File: src/rtl/dmem_responder_if.sv
// ----------------------------------------------------------------------------
// dmem_responder_if
// Bundles the MEM-stage data-memory request/response signals shared by the
// pipeline (master) and the data memory responder (slave).
//
// Signals:
//   MemRead   pipeline -> memory  load request
//   MemWrite  pipeline -> memory  store request
//   Address   pipeline -> memory  32-bit byte address
//   WriteData pipeline -> memory  32-bit store data
//   ByteSel   pipeline -> memory  byte-lane enables (only honoured when the
//                                 responder is built with DMEM_BYTE_EN)
//   ReadData  memory -> pipeline  load data, valid while MemDone is high
//   MemStall  memory -> pipeline  pipeline hold request
//   MemDone   memory -> pipeline  one-cycle completion pulse
// ----------------------------------------------------------------------------
interface dmem_responder_if;
    logic        MemRead;
    logic        MemWrite;
    logic [31:0] Address;
    logic [31:0] WriteData;
    logic [3:0]  ByteSel;
    logic [31:0] ReadData;
    logic        MemStall;
    logic        MemDone;

    modport master (
        output MemRead,
        output MemWrite,
        output Address,
        output WriteData,
        output ByteSel,
        input  ReadData,
        input  MemStall,
        input  MemDone
    );

    modport slave (
        input  MemRead,
        input  MemWrite,
        input  Address,
        input  WriteData,
        input  ByteSel,
        output ReadData,
        output MemStall,
        output MemDone
    );
endinterface

File: src/rtl/dmem_responder.sv
// ----------------------------------------------------------------------------
// dmem_responder
// Multi-cycle data memory for a pipelined CPU. A load or store seen in IDLE
// is latched, held for LATENCY wait cycles, then completed with a one-cycle
// MemDone pulse. MemStall freezes the pipeline while an access is pending.
//
// Parameters:
//   LATENCY  wait cycles per access, 1..15
//   DEPTH    number of 32-bit words, power of two, at least 2
//
// Ports:
//   clk      sole clock, rising edge
//   rst_n    asynchronous active-low reset; clears FSM, outputs and storage
//   bus      dmem_responder_if.slave (MemRead, MemWrite, Address, WriteData,
//            ByteSel in; ReadData, MemStall, MemDone out)
//
// Build option:
//   DMEM_BYTE_EN  when defined, stores update only lanes with ByteSel[i]=1;
//                 when undefined, ByteSel is ignored and stores write the
//                 full word.
// ----------------------------------------------------------------------------
module dmem_responder #(
    parameter int LATENCY = 2,
    parameter int DEPTH   = 64
) (
    input  logic             clk,
    input  logic             rst_n,
    dmem_responder_if.slave  bus
);

    localparam int          AW       = $clog2(DEPTH);
    localparam logic [3:0]  CNT_LOAD = 4'(LATENCY - 1);

    typedef enum logic [1:0] {
        ST_IDLE,
        ST_WAIT,
        ST_DONE
    } state_t;

    state_t         state;
    state_t         state_next;
    logic [3:0]     cnt;

    logic [AW-1:0]  lat_idx;
    logic [31:0]    lat_wdata;
    logic           lat_read;
    logic           lat_write;
`ifdef DMEM_BYTE_EN
    logic [3:0]     lat_bsel;
`endif

    logic [31:0]    mem [DEPTH];
    logic [31:0]    read_data;

    logic           req;
    logic           commit;
    logic [31:0]    cur_word;
    logic [31:0]    store_word;
    logic           unused_bits;

    assign req      = bus.MemRead | bus.MemWrite;
    // The last wait cycle: storage and ReadData update on the edge that ends it.
    assign commit   = (state == ST_WAIT) && (cnt == 4'd0);
    assign cur_word = mem[lat_idx];

    // Word that a store leaves in storage, merging lanes when byte enables exist.
`ifdef DMEM_BYTE_EN
    always_comb begin
        store_word = cur_word;
        for (int i = 0; i < 4; i++) begin
            if (lat_bsel[i]) begin
                store_word[8*i +: 8] = lat_wdata[8*i +: 8];
            end
        end
    end

    assign unused_bits = ^{bus.Address[31:AW+2], bus.Address[1:0]};
`else
    always_comb begin
        store_word = lat_wdata;
    end

    assign unused_bits = ^{bus.Address[31:AW+2], bus.Address[1:0], bus.ByteSel};
`endif

    // State register.
    always_ff @(posedge clk or negedge rst_n) begin
        if (!rst_n) begin
            state <= ST_IDLE;
        end else begin
            state <= state_next;
        end
    end

    // Next-state logic. DONE always falls back to IDLE so a request held
    // through DONE is only accepted one cycle later.
    always_comb begin
        state_next = state;
        case (state)
            ST_IDLE: begin
                if (req) begin
                    state_next = ST_WAIT;
                end
            end
            ST_WAIT: begin
                if (cnt == 4'd0) begin
                    state_next = ST_DONE;
                end
            end
            ST_DONE: begin
                state_next = ST_IDLE;
            end
            default: begin
                state_next = ST_IDLE;
            end
        endcase
    end

    // Request capture, wait counter, storage and the ReadData register.
    // Inputs are only looked at in IDLE, so anything the pipeline does to
    // them during WAIT cannot disturb the latched access.
    always_ff @(posedge clk or negedge rst_n) begin
        if (!rst_n) begin
            cnt       <= 4'd0;
            lat_idx   <= '0;
            lat_wdata <= 32'd0;
            lat_read  <= 1'b0;
            lat_write <= 1'b0;
`ifdef DMEM_BYTE_EN
            lat_bsel  <= 4'd0;
`endif
            read_data <= 32'd0;
            for (int i = 0; i < DEPTH; i++) begin
                mem[i] <= 32'd0;
            end
        end else begin
            if ((state == ST_IDLE) && req) begin
                cnt       <= CNT_LOAD;
                lat_idx   <= bus.Address[AW+1:2];
                lat_wdata <= bus.WriteData;
                lat_read  <= bus.MemRead;
                lat_write <= bus.MemWrite;
`ifdef DMEM_BYTE_EN
                lat_bsel  <= bus.ByteSel;
`endif
            end else if ((state == ST_WAIT) && (cnt != 4'd0)) begin
                cnt <= cnt - 4'd1;
            end

            if (commit) begin
                if (lat_write) begin
                    mem[lat_idx] <= store_word;
                end
                // A load (alone or combined with a store) returns the
                // pre-write word; a plain store reflects what was stored.
                if (lat_read) begin
                    read_data <= cur_word;
                end else begin
                    read_data <= store_word;
                end
            end
        end
    end

    assign bus.ReadData = read_data;
    assign bus.MemDone  = (state == ST_DONE);
    // Combinational stall, forced low while reset is asserted.
    assign bus.MemStall = rst_n && ((state == ST_WAIT) || ((state == ST_IDLE) && req));

endmodule

File: src/flat_wrapper.sv
// flat-port wrapper written by rule: the top's interface ports become plain ports
module dmem_responder_flat 
#(
    parameter int LATENCY = 2,
    parameter int DEPTH   = 64
)
  (clk, rst_n, bus_MemRead, bus_MemWrite, bus_Address, bus_WriteData, bus_ByteSel, bus_ReadData, bus_MemStall, bus_MemDone);
  dmem_responder_if bus_i ();
  input  logic clk;
  input  logic rst_n;
  input wire logic [$bits(bus_i.MemRead)-1:0] bus_MemRead;
  input wire logic [$bits(bus_i.MemWrite)-1:0] bus_MemWrite;
  input wire logic [$bits(bus_i.Address)-1:0] bus_Address;
  input wire logic [$bits(bus_i.WriteData)-1:0] bus_WriteData;
  input wire logic [$bits(bus_i.ByteSel)-1:0] bus_ByteSel;
  output wire logic [$bits(bus_i.ReadData)-1:0] bus_ReadData;
  output wire logic [$bits(bus_i.MemStall)-1:0] bus_MemStall;
  output wire logic [$bits(bus_i.MemDone)-1:0] bus_MemDone;
  assign bus_i.MemRead = bus_MemRead;
  assign bus_i.MemWrite = bus_MemWrite;
  assign bus_i.Address = bus_Address;
  assign bus_i.WriteData = bus_WriteData;
  assign bus_i.ByteSel = bus_ByteSel;
  assign bus_ReadData = bus_i.ReadData;
  assign bus_MemStall = bus_i.MemStall;
  assign bus_MemDone = bus_i.MemDone;
  dmem_responder #(.LATENCY(LATENCY), .DEPTH(DEPTH)) u_core (.clk(clk), .rst_n(rst_n), .bus(bus_i));
endmodule
File: config.mk
export PLATFORM = sky130hd
export DESIGN_NAME = dmem_responder_flat
export DESIGN_NICKNAME = d
export VERILOG_FILES = /design/src/rtl/dmem_responder_if.sv /design/src/rtl/dmem_responder.sv /design/src/flat_wrapper.sv
export SDC_FILE = /design/constraint.sdc
export NUM_CORES = 2
export LEC_CHECK = 0
export BUFFER_PORTS_ARGS = -buffer_cell sky130_fd_sc_hd__buf_2
export CORE_UTILIZATION = 57
export DETAILED_ROUTE_END_ITERATION = 10
export PLACE_DENSITY = 0.81
export SYNTH_ARGS = -nofsm -noshare
export SYNTH_HDL_FRONTEND = slang
export SYNTH_SLANG_ARGS = --single-unit
File: constraint.sdc
create_clock -name clk -period 2.4 [get_ports clk]
set_input_delay 0.48 -clock clk [delete_from_list [all_inputs] [get_ports clk]]
set_output_delay 0.48 -clock clk [all_outputs]
set_load 0.1 [all_outputs]
Word-level counts from Yosys, hierarchy flattened
Cells that the tools add are included.
- register bits: 2126
- output and inout port bits: 34
- logic and storage cells: 104
- input bits: 72
- magnitude comparators: 2
- equal/unequal tests: 4
- mux-type cells: 12
- add/subtract/negate cells: 1
- reduce and logical (&&, ||, !) cells: 12
- bitwise gates (word level): 2
- operators by type and width (cell ; count):
    bitwise mux 2048 bit ; 1
    binary-select mux 32 bit (select 6 bit) ; 1
    demux 32 bit (select 6 bit) ; 1
    two-way mux 32 bit ; 4
    two-way mux 4 bit ; 2
    greater-or-equal comparator 7 bit, second input constant ; 1
    less-than comparator 7 x 1 -> 1 bit, second input constant ; 1
    NOT 6 -> 7 bit ; 1
    logical AND 1 bit ; 5
    logical NOT 4 bit ; 1
    two-way mux 2 bit ; 2
    case mux 2 bit (2 select lines) ; 1
    AND reduction 2 bit ; 2
    nonzero test 4 bit ; 1
    subtractor 4 x 1 -> 4 bit, second input constant ; 1
    equality test 2 x 1 -> 1 bit, second input constant ; 1
    equality test 2 bit, second input constant ; 1
    logical NOT 2 bit ; 1
    != test 2 x 1 -> 1 bit, second input constant ; 1
    != test 2 bit, second input constant ; 1
    nonzero test 2 bit ; 1
    logical OR 1 bit ; 1
    OR 1 bit ; 1

Depth between registers and ports, before layout
- word-level depth: 6
- mapped depth: 11
- mapped depth without buffers: 9

Worst setup path after synthesis
No wires, ideal clock.
- path type: input-to-output
- from: input port bus_MemWrite
- to: output port bus_MemStall
- data arrival time: 2.189 ns
- data required time: 1.920 ns
- path slack: -0.269 ns
- buffers on the path: 2
- stages on the path: 5
- path through: nor2_1 nor3_1 clkbuf_1 clkbuf_1 o21a_1
- word-level cells in the longest chain between the ends: 4
- RTL lines (element ; line ; RTL):
    start, declared ; flat_wrapper.sv:12 ; input wire logic [$bits(bus_i.MemWrite)-1:0] bus_MemWrite;
    OR 1 bit ; dmem_responder.sv:61 ; assign req = bus.MemRead | bus.MemWrite;
    logical AND 1 bit ; dmem_responder.sv:168 ; assign bus.MemStall = rst_n && ((state == ST_WAIT) || ((state == ST_IDLE) && req));
    logical OR 1 bit ; dmem_responder.sv:168 ;
    logical AND 1 bit ; dmem_responder.sv:168 ;
    end, declared ; flat_wrapper.sv:17 ; output wire logic [$bits(bus_i.MemStall)-1:0] bus_MemStall;
Every way passes these cells.

Worst setup path after layout
- from: register u_core.lat_idx[0]
- to: register u_core.read_data[5] (netlist: u_core.bus.ReadData[5])
- word-level cells in the longest chain between the ends: 5
- RTL lines (element ; line ; RTL):
    start, declared ; dmem_responder.sv:44 ; logic [AW-1:0] lat_idx;
    start signal, assigned ; dmem_responder.sv:139 ; lat_idx <= bus.Address[AW+1:2];
    NOT 6 -> 7 bit (implied by the code) ; dmem_responder.sv:64 ; assign cur_word = mem[lat_idx];
    binary-select mux 32 bit (select 6 bit) ; dmem_responder.sv:64 ;
    two-way mux 32 bit (implied by the code) (2 in a row) ; dmem_responder.sv:64 ;
    two-way mux 32 bit ; dmem_responder.sv:156 ; if (lat_read) begin
    end signal, assigned ; dmem_responder.sv:157 ; read_data <= cur_word;
    end signal, assigned ; dmem_responder.sv:159 ; read_data <= store_word;
    end, declared ; dmem_responder.sv:53 ; logic [31:0] read_data;
Every way passes these cells. The select of a mux whose other input is x is not followed.
A chain may end at the register's enable or synchronous reset.

==> flow_summary_export.csv <==
group,metric,value,unit
route,dr_total_vias,70109,
clocking,cts_sinks,2126,
timing,hold_viol_final,0,
yosys,synth_compound_area_frac,0.0609,
critical_path,endpoint_kind,"flop",
route,first_iter_violations,10377,
cells_and_area,layout_common_cells,"dfrtp_1 (2089), mux2_2 (1765), buf_4 (562), mux2_4 (268), buf_12 (260)",
clocking,cts_max_level,4,
placement,place.gp.congestion,0.945,
placement,port-buffer-count,75,
route,drt_drc_violations_left,0,
status,status,"finished with violations",
critical_path,slowest_stage,"mux4_2",
route,postRouteAntennaNets,0,
critical_path,cpLargestDelayFamily,"buffers and inverters",
pwr,leakagePower,56.0,nW
clocking,cts_root_buffer,"clkbuf_16",
route,wl,349,mm
route,wl_met3,48.0,mm
critical_path,worst-path-buf-inv,5,
timing,relSlewSlack,0.102,
route,viasPerCell,7.26,
timing,setup_viol,2079,
route,met1_length,118,mm
yosys,synth-xor-area-share,0.000274,
yosys,synth_top_flop_cell,"dfrtp_1",
critical_path,reg2reg_slack,-0.47,ns
critical_path,critPathLaunchType,"flop",
critical_path,max_stage_delay,0.54,ns
pwr,ir_worst_vdd,0.00137,V
timing,worst_pin_slew,1.35,ns
cells_and_area,nets,7331,
critical_path,worstPathCellList,"buf_12 -> buf_12 -> buf_16 -> buf_8 -> mux4_2 -> mux2i_1 -> o22ai_1 -> a21oi_1 -> buf_4 -> o221ai_2 -> a2bb2oi_1",
placement,hpwl,194,mm
placement,place_ws,-0.614,ns
yosys,yosys_warnings,0,
cells_and_area,nFillCells,9268,
global_routing,antenna_found_initial,17,
clocking,cts.clk_slew.worst_paths,0.07,ns
timing,fin_crit_sh,1.20,
pwr,p_per_area,1150,nW/um^2
hold_path,min_path_type,"in -> async",
yosys,yosysSeqAreaShare,0.554,
yosys,yosysUniqueCellTypes,75,
floorplanning,rows,150,
route,routedWlPerCell,36.1,um
status,violations,"setup timing",
yosys,synthCells,6657,
global_routing,grt.total_usage,0.377,
clocking,cts-buffers-inserted,210,
floorplanning,start_util,0.574,
timing,fmax,348,MHz
route,highest_layer,"met5",
pwr,power,137,mW
floorplanning,dieWidth,412,um
global_routing,grt_pass1_vias,70298,
yosys,avgSynthCellArea,14.4,um^2
global_routing,grt_max_degree,157,
critical_path,crit_arrival,3.64,ns
timing,drv_slew,0,
floorplanning,pin_count,106,
clocking,clk_path_buf_depth,3,
global_routing,grt_pass1_wl,471,mm
route,drtPass1Iterations,7,
critical_path,cpMostUsedCell,"buf_12",
critical_path,critical_path.max_fanout,11,
critical_path,path_class,"reg -> reg",
yosys,async_reset_ff_frac,1.00,
yosys,synth-adder-area-share,0.000261,
floorplanning,core-area,167000,um^2
yosys,synth_seq_cells,2126,
yosys,netlist_top_cells_area,"dfrtp_1 (55%), mux2_2 (24%), mux4_2 (5.6%)",
yosys,synthMuxAreaShare,0.328,
floorplanning,die_h,412,um
global_routing,overflow,0,
yosys,synth_top_family_by_area,"multiplexers",
timing,setup_slack,-0.471,ns
yosys,synth-edff-count,0,
route,met2_length,151,mm
flow_run,maxCapViolCount,0,
yosys,yosysTopAreaCell,"dfrtp_1",
yosys,syn-cell-area,96000,um^2
timing,grt_setup_unrepaired,"true",
cells_and_area,final_common_cell,"dfrtp_1",
yosys,synth_top_area_frac,0.554,
yosys,synthSimpleGateAreaFrac,0.0226,
timing,fin_crit,2.87,ns
yosys,synth_nets,6731,
critical_path,critical_path_required,3.17,ns
cells_and_area,syn_to_final_growth,23.7,%
clocking,cts_tree,"yes",
cells_and_area,drive_gt1_frac,0.540,
clocking,clk_latency,0.92,ns
floorplanning,die-area,170000,um^2
timing,finClkSkew,0.0686,ns
[timing repair]
action	in CTS	in global routing
endpoints found under the hold margin	361	0
pin swaps	49	73
cloned	16	30
resized for setup	302	483
endpoints found under the setup margin	2087	2092
hold buffers	41	0
setup buffers	80	88
[power by group]
part	leakage, nW	total [mW]	internal [mW]	switching (mW)
logic	23.0	50.1	21.6	28.4
clock network	3.68	35.6	20.4	15.2
registers	29.4	51.0	42.3	8.70
[synth_stat cells, drive strengths merged (6+ instances only)]
cell / count
a22o: 20
and4: 7
o211ai: 6
a221oi: 258
nand3: 30
o31a: 8
o22a: 14
a31oi: 23
nor3: 26
dfrtp: 2126
buf: 423
nand4: 9
a211oi: 6
a221o: 13
mux4: 240
nand2: 121
clkbuf: 274
o22ai: 101
o2111ai: 7
nor2: 196
and3: 6
mux2: 2130
or3: 20
nor2b: 9
a22oi: 105
a2bb2oi: 6
o21ai: 119
o221ai: 11
a21oi: 55
mux2i: 206
[worst reg2reg max path: cells and delay by family, from the launching register on]
kind	cells	cell delay (ns)
DFF	1	0.51
AOI/OAI and AO/OA	4	0.59
buffers and inverters	5	0.85
muxes	2	0.78
[final timing paths]
kind                                                 endpoint  cells past startpoint                           from
min reg2reg                      u_core.mem[1537]$_DFFE_PN0P_                      1   u_core.mem[1537]$_DFFE_PN0P_
min in group clk             u_core.lat_wdata[19]$_DFFE_PN0P_                      3              bus_WriteData[19]
max reg2reg                u_core.bus.ReadData[5]$_DFFE_PN0P_                     11  u_core.lat_idx[0]$_DFFE_PN0P_
min                              u_core.mem[1737]$_DFFE_PN0P_                      2                          rst_n
max in group asynchronous        u_core.mem[1508]$_DFFE_PN0P_                      3                          rst_n
max                        u_core.bus.ReadData[5]$_DFFE_PN0P_                     11  u_core.lat_idx[0]$_DFFE_PN0P_
[metal layers]
layer | vias up | track usage
met2 | 6028 | 0.549
met5 | - | 0
met4 | 22 | 0.237
met3 | 2071 | 0.123
li1 | 25946 | -
met1 | 36042 | 0.488
[area by class of cell]
type                            instances  area (um^2)  share of cell area
Sequential cell                      2126        53300               0.448
Multi-Input combinational cell       3828        42500               0.358
Clock buffer                          313         6270              0.0528
Tap cell                             2204         2760              0.0232
Timing Repair Buffer                 1085        12700               0.107
Clock inverter                         84         1200              0.0101
Inverter                                6         52.6            0.000442
Antenna cell                            5         12.5            0.000105
[state kept, by name, summed over array words and instances (netlist names)]
name / count
u_core.lat_write: 1
u_core.bus.ReadData: 32
u_core.lat_idx: 6
u_core.lat_read: 1
u_core.state: 2
u_core.mem: 2048
u_core.cnt: 4
u_core.lat_wdata: 32
[per-stage QoR]
stage	instances	utilization	TNS (ns)	cell area (um^2)	hold slack (ns)
2_1_floorplan	6657	-	0	96000	0.184
3_3_place_gp	9007	0.628	-308.85	105000	0.456
3_5_place_dp	9007	0.628	-326.60	105000	0.454
4_1_cts	9539	0.690	-131.90	115000	0.146
5_1_grt	9647	0.710	-407.20	119000	0.162
6_report	9651	0.710	-380.67	119000	0.162
[logic make-up after synthesis]
kind of cell / count (synthesis)
xor gates and xnor gates: 3
adders and majority gates: 2
DFF: 2126
buffers and inverters: 703
AOI/OAI and AO/OA: 789
and+or+nand+nor: 458
muxes: 2576
Note: power is estimated with default switching activity, not from simulation.
